## config.mk

```make
export PLATFORM = sky130hd
export DESIGN_NAME = uart_transmitter
export DESIGN_NICKNAME = d
export VERILOG_FILES = /design/src/rtl/uart_transmitter.sv
export SDC_FILE = /design/constraint.sdc
export NUM_CORES = 1
export LEC_CHECK = 0
export CAP_MARGIN = 20
export CORE_ASPECT_RATIO = 1.75
export CORE_UTILIZATION = 54
export CTS_BUF_LIST = sky130_fd_sc_hd__clkbuf_4 sky130_fd_sc_hd__clkbuf_8
export CTS_CLUSTER_DIAMETER = 200
export CTS_CLUSTER_SIZE = 8
export DETAILED_ROUTE_END_ITERATION = 8
export GPL_ROUTABILITY_DRIVEN = 1
export GPL_TIMING_DRIVEN = 0
export PLACE_DENSITY = 0.75
export SLEW_MARGIN = 10
export SYNTH_ARGS = -nofsm -noshare
export SYNTH_HDL_FRONTEND = slang
export SYNTH_SLANG_ARGS = --single-unit
```

## constraint.sdc

```tcl
create_clock -name clk -period 6 [get_ports clk]
set_input_delay 1.2 -clock clk [delete_from_list [all_inputs] [get_ports clk]]
set_output_delay 1.2 -clock clk [all_outputs]
set_load 0.03 [all_outputs]
```

## src/rtl/uart_transmitter.sv

```systemverilog
// rtl/uart_transmitter.sv - 8N1 serial transmitter with configurable bit time and stop bits
module uart_transmitter #(
    parameter int CLKS_PER_BIT = 8,
    parameter int STOP_BITS    = 1
) (
    input  logic       clk,
    input  logic       reset,
    input  logic       tx_start,
    input  logic [7:0] tx_data,
    output logic       tx,
    output logic       busy,
    output logic       done,
    output logic [1:0] state
);

    typedef enum logic [1:0] {
        S_IDLE  = 2'd0,
        S_START = 2'd1,
        S_DATA  = 2'd2,
        S_STOP  = 2'd3
    } state_t;

    // Timer counts down from this value, so a bit lasts exactly CLKS_PER_BIT cycles.
    localparam logic [15:0] BIT_RELOAD = 16'(CLKS_PER_BIT - 1);
    // Index of the final stop bit; a 1-bit counter covers both 1 and 2 stop bits.
    localparam logic        STOP_LAST  = 1'(STOP_BITS - 1);

    state_t      cur_state;
    logic [15:0] timer;
    logic [2:0]  bit_cnt;
    logic        stop_cnt;
    logic [7:0]  shift;
    logic        tx_q;
    logic        busy_q;
    logic        done_q;
    logic        timer_zero;

    assign timer_zero = (timer == 16'd0);

    assign tx    = tx_q;
    assign busy  = busy_q;
    assign done  = done_q;
    assign state = cur_state;

    // Frame sequencer: every output comes straight from a flop so the line never glitches.
    always_ff @(posedge clk or negedge reset) begin
        if (!reset) begin
            cur_state <= S_IDLE;
            timer     <= 16'd0;
            bit_cnt   <= 3'd0;
            stop_cnt  <= 1'b0;
            shift     <= 8'd0;
            tx_q      <= 1'b1;
            busy_q    <= 1'b0;
            done_q    <= 1'b0;
        end else begin
            done_q <= 1'b0;
            case (cur_state)
                S_IDLE: begin
                    tx_q   <= 1'b1;
                    busy_q <= 1'b0;
                    // Also taken in the done cycle, giving back-to-back frames with a one-cycle longer stop.
                    if (tx_start) begin
                        shift     <= tx_data;
                        timer     <= BIT_RELOAD;
                        tx_q      <= 1'b0;
                        busy_q    <= 1'b1;
                        cur_state <= S_START;
                    end
                end

                S_START: begin
                    if (timer_zero) begin
                        tx_q      <= shift[0];
                        timer     <= BIT_RELOAD;
                        bit_cnt   <= 3'd0;
                        cur_state <= S_DATA;
                    end else begin
                        timer <= timer - 16'd1;
                    end
                end

                S_DATA: begin
                    if (timer_zero) begin
                        timer <= BIT_RELOAD;
                        if (bit_cnt == 3'd7) begin
                            tx_q      <= 1'b1;
                            stop_cnt  <= 1'b0;
                            cur_state <= S_STOP;
                        end else begin
                            // Next bit is shift[1] now, which becomes shift[0] after this shift.
                            shift   <= {1'b0, shift[7:1]};
                            tx_q    <= shift[1];
                            bit_cnt <= bit_cnt + 3'd1;
                        end
                    end else begin
                        timer <= timer - 16'd1;
                    end
                end

                S_STOP: begin
                    if (timer_zero) begin
                        if (stop_cnt == STOP_LAST) begin
                            busy_q    <= 1'b0;
                            done_q    <= 1'b1;
                            bit_cnt   <= 3'd0;
                            stop_cnt  <= 1'b0;
                            timer     <= 16'd0;
                            cur_state <= S_IDLE;
                        end else begin
                            stop_cnt <= stop_cnt + 1'b1;
                            timer    <= BIT_RELOAD;
                        end
                    end else begin
                        timer <= timer - 16'd1;
                    end
                end

                default: begin
                    tx_q      <= 1'b1;
                    busy_q    <= 1'b0;
                    cur_state <= S_IDLE;
                end
            endcase
        end
    end

endmodule

```

==> flow_summary.json, run 1 <==
{
  "worst_slew_pin_slew_ns": 0.967,
  "netlist-cell-type-count": 44,
  "flow.area_growth_from_synthesis_pct": 15.2,
  "yosys_register_bits": 32,
  "clkLatencyLatePin_ns": 0.29,
  "drt.antenna.violating_nets": 0,
  "antenna_found_initial": 0,
  "crit_type": "in2reg",
  "final_routed_drc_violation_total": 0,
  "die_width_um": 46.1,
  "synth_top_cell_by_area": "sky130_fd_sc_hd__dfrtp_1",
  "cts.repair_timing.setup_buffer_count": 0,
  "synth.top_cell.area_share_pct": 42.1,
  "syn_avg_cell_area_um2": 9.39,
  "yosysWarnings": 0,
  "min_period_over_period_pct": 46.3,
  "clock_skew_ns": 0.0124,
  "synth.cell_area_mm2": 0.00184,
  "start_kind": "input port",
  "n_antenna_cell": 0,
  "hold_path.class": "reg2reg",
  "m1WireLength_um": 1620,
  "cp_data_required_time_ns": 6.21,
  "placeableCoreArea_mm2": 0.00321,
  "power.ir.vdd_worst_uv": 375,
  "hold-worst-slack_ns": 0.498,
  "postCtsResizedCells": 0,
  "cts-buffers-inserted": 5,
  "gr-total-overflow": 0,
  "starting_density_of_the_core_pct": 57.3,
  "slew_hr_pct": 35.2,
  "routed_wirelength_um": 4350,
  "global_route_wire_length_before_repair_um": 7310,
  "boundary_pins": 16,
  "ctsHtreeMaxLevel": 2,
  "synthArstFlopShare_pct": 100,
  "dr.first_iter.drc_count": 50,
  "clkTransAtPathRegs_ns": 0.06,
  "drt_first_pass_iters": 4,
  "power.leakage_nw": 0.889,
  "met2_wirelength_um": 2460,
  "global_route.usage.total_pct": 27.8,
  "place.port_buffers": 15,
  "final_nets": 238,
  "viasPerCell": 6.18,
  "critPathArrivalTime_ns": 2.99,
  "gp_congestion": 0.882,
  "cellPowerDensity_mw_per_mm2": 622,
  "synth_enable_flop_cells": 0,
  "dr_wl_met3_um": 159,
  "cts_sinks": 32,
  "clock_tree.root_cell": "sky130_fd_sc_hd__clkbuf_8",
  "highest-signal-layer": "met4",
  "fp.dieArea_mm2": 0.00365,
  "syn-num-nets": 216,
  "tritoncts": "done",
  "synth_cells": 196,
  "drv_slew": 0,
  "pin_count_of_the_biggest_net_entering_global_routing": 33,
  "die_h_um": 79.2,
  "rows": 27,
  "finalSetupViolations": 0,
  "yosysSeqAreaShare_pct": 43.6,
  "timing_hold_violations_final": 0,
  "status": "finished clean",
  "setup_repair_after_global_routing_missed_its_margin": "no",
  "dominantRegCellSynth": "sky130_fd_sc_hd__dfrtp_1",
  "wl_per_cell_um": 16.7,
  "top_area_cells_in_the_synthesized_netlist": "sky130_fd_sc_hd__dfrtp_1, sky130_fd_sc_hd__ha_1, sky130_fd_sc_hd__o21ai_0",
  "cap_viol_max_count": 0,
  "critPathCaptureType": "register",
  "cts_hold_repair.buffers": 0,
  "hpwlAfterDp_um": 3160,
  "grt_pass1_vias": 1685,
  "ctsLongestPathBuffers": 2,
  "routed-via-count": 1614,
  "fin_crit_ns": 2.78,
  "max_freq_mhz": 360,
  "proportion_of_layout_cells_with_a_drive_suffix_above_1_pct": 12.8,
  "timing.critical_path.fanout_max": 7,
  "totalNegativeSetupSlack_ns": 0
}
-- cells in the final DEF, fill, tap and decap left out, types with 3 or more instances in the layout --
cell and count:
sky130_fd_sc_hd__inv_1 8, sky130_fd_sc_hd__dfrtp_1 31, sky130_fd_sc_hd__o21ai_1 3, sky130_fd_sc_hd__o21ai_0 21, sky130_fd_sc_hd__xnor2_1 5, sky130_fd_sc_hd__clkbuf_8 5, sky130_fd_sc_hd__nor3_1 17, sky130_fd_sc_hd__nand3_1 3
sky130_fd_sc_hd__nor2_1 26, sky130_fd_sc_hd__nand2_1 6, sky130_fd_sc_hd__o221a_2 7, sky130_fd_sc_hd__a21oi_1 5, sky130_fd_sc_hd__a211oi_1 3, sky130_fd_sc_hd__buf_2 3, sky130_fd_sc_hd__nor2b_1 3, sky130_fd_sc_hd__nand4_1 3
sky130_fd_sc_hd__clkbuf_1 3, sky130_fd_sc_hd__a31oi_1 3, sky130_fd_sc_hd__ha_1 9, sky130_fd_sc_hd__clkdlybuf4s50_1 14, sky130_fd_sc_hd__nor4_1 3, sky130_fd_sc_hd__nand2b_1 3
-- routing by layer --
metal,GRT usage [%],vias to the layer above
met3,5.45,9
li1,-,761
met1,29.2,798
met4,13.8,0
met5,0,-
met2,49.2,46
-- final cells by class --
| cell class | count | area, µm² |
|---|---|---|
| buffer | 8 | 40.0 |
| tap | 43 | 53.8 |
| sequential | 32 | 802 |
| timing repair buffer | 15 | 145 |
| multi-input combinational | 148 | 968 |
| clock inverter | 1 | 5.00 |
| fill | 267 | 1090 |
| inverter | 8 | 30.0 |
| clock buffer | 6 | 76.3 |
-- registers in the layout (all words and copies together) (netlist names) --
name / cells
state: 2
bit_cnt: 3
timer: 16
done: 1
tx: 1
busy: 1
shift: 8
-- per-stage QoR --
step                      util [%]  setup WS (ns)  cell area, µm²  power (mW)  cells
after floorplan                  -           3.85            1840       0.952    196
after global placement        63.7           3.04            2040        1.11    254
after detailed placement      63.5           2.93            2040        1.15    254
after CTS                     66.1           3.23            2120        1.32    261
after global routing          66.1           3.06            2120        1.42    261
final                         66.1           3.22            2120        1.32    261
-- logic make-up after synthesis --
logic type | Yosys count | share of synthesized area [%]
buffers and inverters | 16 | 3.81
adder cells (fa/ha/maj) | 9 | 6.12
XOR/XNOR | 7 | 3.33
AND/OR/NAND/NOR | 76 | 22.4
AO/OA/AOI/OAI | 53 | 19.0
multiplexers | 3 | 1.77
flip-flops | 32 | 43.6
-- path summary, 6_finish.rpt --
path | startpoint | to | slack [ns] | cells after the start
setup / recovery | tx_start | shift[2] | 3.22 | 4
hold / removal | timer[15] | timer[15] | 0.50 | 1
setup reg to reg | timer[0] | timer[3] | 3.62 | 8
hold reg to reg | timer[15] | timer[15] | 0.50 | 1
max in group asynchronous | reset | shift[3] | 4.57 | 1
min in group asynchronous | reset | timer[8] | 0.96 | 1
-- synthesized netlist by cell type, types with 3 or more instances --
master / number
sky130_fd_sc_hd__nand4_1: 3
sky130_fd_sc_hd__nand2b_1: 3
sky130_fd_sc_hd__nand3_1: 3
sky130_fd_sc_hd__o221a_2: 7
sky130_fd_sc_hd__nor3_1: 17
sky130_fd_sc_hd__o21ai_1: 3
sky130_fd_sc_hd__nand2_1: 6
sky130_fd_sc_hd__nor2b_1: 3
sky130_fd_sc_hd__a211oi_1: 3
sky130_fd_sc_hd__a31oi_1: 3
sky130_fd_sc_hd__clkbuf_1: 3
sky130_fd_sc_hd__a21oi_1: 5
sky130_fd_sc_hd__ha_1: 9
sky130_fd_sc_hd__inv_1: 8
sky130_fd_sc_hd__dfrtp_1: 31
sky130_fd_sc_hd__nor2_1: 26
sky130_fd_sc_hd__nor4_1: 3
sky130_fd_sc_hd__xnor2_1: 5
sky130_fd_sc_hd__o21ai_0: 21
-- report_power, final --
part	total, mW	switching [mW]	internal (mW)
clock	0.162	0.0782	0.0833
combinational	0.766	0.447	0.319
sequential	0.392	0.0859	0.306
-- worst max-delay path: stages --
cell                              delay (ns)
sky130_fd_sc_hd__clkdlybuf4s50_1        0.53
sky130_fd_sc_hd__nor2b_1                0.12
sky130_fd_sc_hd__a211oi_1               0.81
sky130_fd_sc_hd__o221a_2                0.32
No activity file was read; power rests on OpenSTA's default activity.
==> run 2: changes to the inputs <==
--- a/config.mk
+++ b/config.mk
@@ -14,7 +14,7 @@
 export DETAILED_ROUTE_END_ITERATION = 8
 export GPL_ROUTABILITY_DRIVEN = 1
 export GPL_TIMING_DRIVEN = 0
-export PLACE_DENSITY = 0.75
+export PLACE_DENSITY = 0.78
 export SLEW_MARGIN = 10
 export SYNTH_ARGS = -nofsm -noshare
 export SYNTH_HDL_FRONTEND = slang
==> constraint.sdc (replaced) <==
create_clock -name clk -period 2.36 [get_ports clk]
set_input_delay 0.472 -clock clk [delete_from_list [all_inputs] [get_ports clk]]
set_output_delay 0.472 -clock clk [all_outputs]
set_load 0.03 [all_outputs]
==> run 2 against run 1 <==
Critical path depth grew 4. Clock-buffer cell count up 2. Global-route usage down 1.0 points. Die area did not move. Flip-flop and latch count stayed put. Wire length down 3.9%. Clock skew fell by 0.0047 ns. Power rose to 2.6 times the previous value. Register-to-register slack lost 3.4 ns. Utilization up 0.94 points. Combinational power grew to 2.5 times the previous value. Critical path type is now reg2reg. Largest power group unchanged.
==> flow_summary.json, run 2 (synthesis results as in run 1) <==
{
  "routed-via-count": 1575,
  "status": "finished clean",
  "worst_setup_path_endpoint": "state[1]",
  "r2r-start": "timer[0]",
  "pin_count_of_the_biggest_net_entering_global_routing": 33,
  "die_h_um": 79.2,
  "r2r_end": "state[1]",
  "grt_pass1_vias": 1644,
  "drt.antenna.violating_nets": 0,
  "clkTransAtPathRegs_ns": 0.07,
  "min_period_over_period_pct": 89.7,
  "cp_cell_sequence": "inv_1 -> ha_1 -> nor4b_2 -> and4_1 -> buf_4 -> nor2_2 -> nor3_2 -> mux2_2",
  "r2r.worst_path.cells": 8,
  "viasPerCell": 6.01,
  "worst-r2r-setup-slack_ns": 0.24,
  "mostFrequentLayoutCells": "sky130_fd_sc_hd__dfrtp_1, sky130_fd_sc_hd__nor2_1, sky130_fd_sc_hd__o21ai_0, sky130_fd_sc_hd__nor3_1, sky130_fd_sc_hd__clkdlybuf4s50_1",
  "utilization_after_layout_pct": 67.0,
  "reg_top3": "timer (16), shift (8), bit_cnt (3)",
  "n_antenna_cell": 0,
  "cts_sinks": 32,
  "starting_density_of_the_core_pct": 57.3,
  "cts-buffers-inserted": 5,
  "fin_crit_ns": 2.12,
  "largest_register_ffs": 16,
  "wl_per_cell_um": 16.0,
  "timing.critical_path.fanout_max": 10,
  "crit_type": "reg2reg",
  "cts_hold_repair.buffers": 0,
  "final_routed_drc_violation_total": 0,
  "finalInstanceArea_mm2": 0.00215,
  "drv_slew": 0,
  "start_kind": "register",
  "antenna_found_initial": 0,
  "max_freq_mhz": 472,
  "power.leakage_nw": 0.901,
  "totalNegativeSetupSlack_ns": 0,
  "drt_first_pass_iters": 4,
  "global_route.usage.total_pct": 26.8,
  "clock_tree.root_cell": "sky130_fd_sc_hd__clkbuf_8",
  "final_nets": 238,
  "finalSetupViolations": 0,
  "timing_hold_violations_final": 0,
  "ctsHtreeMaxLevel": 2,
  "cap_viol_max_count": 0,
  "registers.top_by_ff_count": "timer",
  "fp.dieArea_mm2": 0.00365,
  "clkLatencyLatePin_ns": 0.28,
  "flow.area_growth_from_synthesis_pct": 16.9,
  "final_common_cell": "sky130_fd_sc_hd__dfrtp_1",
  "die_width_um": 46.1,
  "power.ir.vdd_worst_uv": 1090,
  "cp_data_required_time_ns": 2.53,
  "cts.repair_timing.setup_buffer_count": 0,
  "gr-total-overflow": 0,
  "post_dp_cell_area_mm2": 0.00204,
  "gp_congestion": 0.930,
  "placeableCoreArea_mm2": 0.00321,
  "hold_path.class": "in2async",
  "setup_repair_after_global_routing_missed_its_margin": "no",
  "clock_skew_ns": 0.00774,
  "crit_start": "timer[0]",
  "critPathMaxStageDelay_ns": 0.41,
  "dr.first_iter.drc_count": 61,
  "rows": 27,
  "routed_wirelength_um": 4180,
  "ctsLongestPathBuffers": 2,
  "hpwlAfterDp_um": 3060,
  "tritoncts": "done",
  "global_route_wire_length_before_repair_um": 7120,
  "crit_path_top_delay_cell": "sky130_fd_sc_hd__dfrtp_1",
  "worst_slew_pin_slew_ns": 0.709,
  "slew_hr_pct": 52.7,
  "cellPowerDensity_mw_per_mm2": 1590,
  "critPathArrivalTime_ns": 2.28,
  "boundary_pins": 16,
  "proportion_of_layout_cells_with_a_drive_suffix_above_1_pct": 14.6,
  "critPathCaptureType": "register",
  "place.port_buffers": 15
}
run 2: worst max-delay path: cells and delay by family (launching register included):
| kind | cells | cell delay [ns] |
|---|---|---|
| multiplexers | 1 | 0.36 |
| adder cells (fa/ha/maj) | 1 | 0.17 |
| AND/OR/NAND/NOR | 4 | 0.76 |
| flip-flops | 1 | 0.41 |
| buffers and inverters | 2 | 0.31 |
run 2: layout make-up:
cell class,count,area (µm²)
well taps,43,53.8
repair buffers,15,145
fillers,275,1060
inverters,8,30.0
flip-flops and latches,32,802
plain buffers,8,40.0
clock buffers,8,97.6
multi-input cells,148,982
run 2: worst min-delay path by stage:
stage               startpoint          to  slack [ns]  cells after the start
floorplan                reset  bit_cnt[0]        0.18                      0
global placement     timer[15]   timer[15]        0.47                      1
detailed placement   timer[15]   timer[15]        0.49                      1
CTS                      reset    timer[8]        0.26                      1
global route             reset    timer[8]        0.30                      1
finish                   reset   timer[10]        0.23                      1
run 2: routing by layer:
| metal | GRT usage [%] | share of wire, % | vias up |
|---|---|---|---|
| li1 | - | - | 760 |
| met1 | 28.1 | 39 | 769 |
| met2 | 46.6 | 55 | 35 |
| met3 | 4.77 | 2.8 | 11 |
| met4 | 15.6 | 2.8 | 0 |
| met5 | 0 | 0 | - |
run 2: what timing repair did:
item | CTS | global route
gates resized for setup | 0 | 3
endpoints found under the setup margin | 0 | 22
hold endpoints to repair | 0 | 0
run 2: where the power goes:
part	internal, mW	switching, mW	total [mW]
Sequential	0.779	0.226	1.01
Clock	0.261	0.194	0.454
Combinational	0.820	1.13	1.95
Total	1.86	1.55	3.41
run 2: metrics by stage:
step	power [mW]	hold slack (ns)	setup slack, ns	instances
after detailed placement	2.92	0.486	0.0943	254
after global routing	3.67	0.295	0.0749	262
after global placement	2.81	0.465	0.129	254
after floorplan	2.42	0.176	0.344	196
final	3.41	0.231	0.243	262
after CTS	3.38	0.257	0.123	262
==> run 3: changes to the inputs <==
--- a/config.mk
+++ b/config.mk
@@ -13,7 +13,7 @@
 export CTS_CLUSTER_SIZE = 8
 export DETAILED_ROUTE_END_ITERATION = 8
 export GPL_ROUTABILITY_DRIVEN = 1
-export GPL_TIMING_DRIVEN = 0
+export GPL_TIMING_DRIVEN = 1
 export PLACE_DENSITY = 0.78
 export SLEW_MARGIN = 10
 export SYNTH_ARGS = -nofsm -noshare
==> run 3 against run 2 <==
Via count increased by 2.9%. Clock skew is 0.0015 ns lower. Die area stayed put. Critical path type unchanged. Critical endpoint unchanged. Largest cell class unchanged. Largest power group unchanged.
==> flow_summary.json, run 3 (synthesis results as in run 1) <==
{
  "ctsLongestPathBuffers": 2,
  "place.port_buffers": 15,
  "clock_skew_ns": 0.00622,
  "ctsHtreeMaxLevel": 2,
  "proportion_of_layout_cells_with_a_drive_suffix_above_1_pct": 15.4,
  "power.switching_mw": 1.54,
  "min_period_over_period_pct": 88.8,
  "gp_congestion": 0.923,
  "clkLatencyLatePin_ns": 0.28,
  "clock_tree.root_cell": "sky130_fd_sc_hd__clkbuf_8",
  "grt_pass1_vias": 1684,
  "drv_slew": 0,
  "pin_count_of_the_biggest_net_entering_global_routing": 33,
  "hold-worst-slack_ns": 0.503,
  "cts-buffers-inserted": 5,
  "n_antenna_cell": 0,
  "tritoncts": "done",
  "power.ir.vdd_worst_uv": 1020,
  "critPathArrivalTime_ns": 2.26,
  "power_switching_share_pct": 44.9,
  "routed_wirelength_um": 4210,
  "final_nets": 241,
  "placeableCoreArea_mm2": 0.00321,
  "fp.dieArea_mm2": 0.00365,
  "crit_start": "timer[8]",
  "flow.area_growth_from_synthesis_pct": 17.8,
  "largest_register_ffs": 16,
  "share_seq_of_total_power_pct": 29.3,
  "wl_per_cell_um": 16.0,
  "r2r_end": "state[1]",
  "routed-via-count": 1620,
  "clock_power_share_pct": 11.7,
  "die_width_um": 46.1,
  "hpwlAfterDp_um": 2990,
  "registers.top_by_ff_count": "timer",
  "r2r-start": "timer[8]",
  "postCtsResizedCells": 0,
  "antenna_found_initial": 0,
  "clkTransAtPathRegs_ns": 0.07,
  "fin_crit_ns": 2.09,
  "drt.antenna.violating_nets": 0,
  "cap_viol_max_count": 0,
  "finalSetupViolations": 0,
  "intPower_mw": 1.89,
  "final_common_cell": "sky130_fd_sc_hd__dfrtp_1",
  "cts_sinks": 32,
  "global_route_wire_length_before_repair_um": 7040,
  "final_routed_drc_violation_total": 0,
  "viasPerCell": 6.14,
  "slew_hr_pct": 64.5,
  "die_h_um": 79.2,
  "setup_repair_after_global_routing_missed_its_margin": "no",
  "boundary_pins": 16,
  "min_path_cells": 2,
  "gr-total-overflow": 0,
  "cts_hold_repair.buffers": 0,
  "timing.critical_path.fanout_max": 6,
  "max_freq_mhz": 477,
  "r2r.worst_path.cells": 5,
  "status": "finished clean",
  "timing_hold_violations_final": 0,
  "crit_type": "reg2reg",
  "mostFrequentLayoutCells": "sky130_fd_sc_hd__dfrtp_1, sky130_fd_sc_hd__nor2_1, sky130_fd_sc_hd__o21ai_0, sky130_fd_sc_hd__nor3_1, sky130_fd_sc_hd__clkdlybuf4s50_1",
  "dr.first_iter.drc_count": 49,
  "worst_slew_pin_slew_ns": 0.527,
  "critPathCaptureType": "register",
  "hold_path.class": "reg2reg",
  "cts.repair_timing.setup_buffer_count": 0,
  "power.leakage_nw": 0.921,
  "reg_top3": "timer (16), shift (8), bit_cnt (3)",
  "worst_setup_path_endpoint": "state[1]",
  "starting_density_of_the_core_pct": 57.3,
  "drt_first_pass_iters": 4,
  "worst-r2r-setup-slack_ns": 0.27,
  "pwr-share-comb_pct": 59.0,
  "global_route.usage.total_pct": 26.5,
  "rows": 27,
  "cp_data_required_time_ns": 2.53,
  "start_kind": "register",
  "totalNegativeSetupSlack_ns": 0,
  "cellPowerDensity_mw_per_mm2": 1580
}
-- run 3: changes by cell type in the layout (fill, tap and decap cells not counted), sizes merged --
cell / before / now
buf: 6 / 11
clkbuf: 11 / 6
clkdlybuf4s50: 14 / 15
clkinv: 0 / 1
-- run 3: how the worst min path moves through the flow --
stage | slack (ns) | endpoint | startpoint
after global placement | 0.47 | bit_cnt[2] | bit_cnt[2]
after CTS | 0.50 | timer[15] | timer[15]
after global routing | 0.51 | timer[15] | timer[15]
after floorplan | 0.18 | bit_cnt[0] | reset
final | 0.50 | bit_cnt[2] | bit_cnt[2]
after detailed placement | 0.49 | timer[15] | timer[15]
-- run 3: metal layers --
| metal | wire length [µm] | GRT usage (%) | up-vias |
|---|---|---|---|
| met5 | 0 | 0 | - |
| met4 | 130 | 12.1 | 0 |
| met3 | 153 | 5.91 | 16 |
| met2 | 2300 | 48.0 | 47 |
| met1 | 1630 | 26.6 | 788 |
| li1 | - | - | 769 |
-- run 3: per-stage QoR --
stage	std cells	total power [mW]	setup slack [ns]	util (%)	area (µm²)
2_1_floorplan	196	2.42	0.344	-	1840
3_3_place_gp	257	2.91	0.356	65.0	2090
3_5_place_dp	257	2.99	0.306	65.0	2090
4_1_cts	264	3.42	0.283	67.6	2170
5_1_grt	264	3.67	0.138	67.6	2170
6_report	264	3.42	0.265	67.6	2170
-- run 3: power by group through the flow --
| stage | Combinational [mW] | Clock, mW | Sequential (mW) |
|---|---|---|---|
| final | 2.02 | 0.400 | 1.00 |
| after global routing | 2.22 | 0.429 | 1.03 |
| after CTS | 2.01 | 0.411 | 0.999 |
| after detailed placement | 1.99 | 0 | 1.00 |
| after global placement | 1.92 | 0 | 0.992 |
| after floorplan | 1.39 | 0 | 1.03 |
-- run 3: final cells by class --
class                           count  area [µm²]
Clock buffer                        6        76.3
Clock inverter                      1        5.00
Fill cell                         255        1040
Inverter                            8        30.0
Multi-Input combinational cell    148         968
Sequential cell                    32         802
Tap cell                           43        53.8
Timing Repair Buffer               26         233
-- run 3: critical path, cell delays in order, from the launching register on --
cell and delay, ns:
sky130_fd_sc_hd__dfrtp_1 0.45, sky130_fd_sc_hd__nor4_1 0.53, sky130_fd_sc_hd__and4_1 0.36, sky130_fd_sc_hd__nor2_2 0.08, sky130_fd_sc_hd__nor3_2 0.21, sky130_fd_sc_hd__mux2_2 0.35
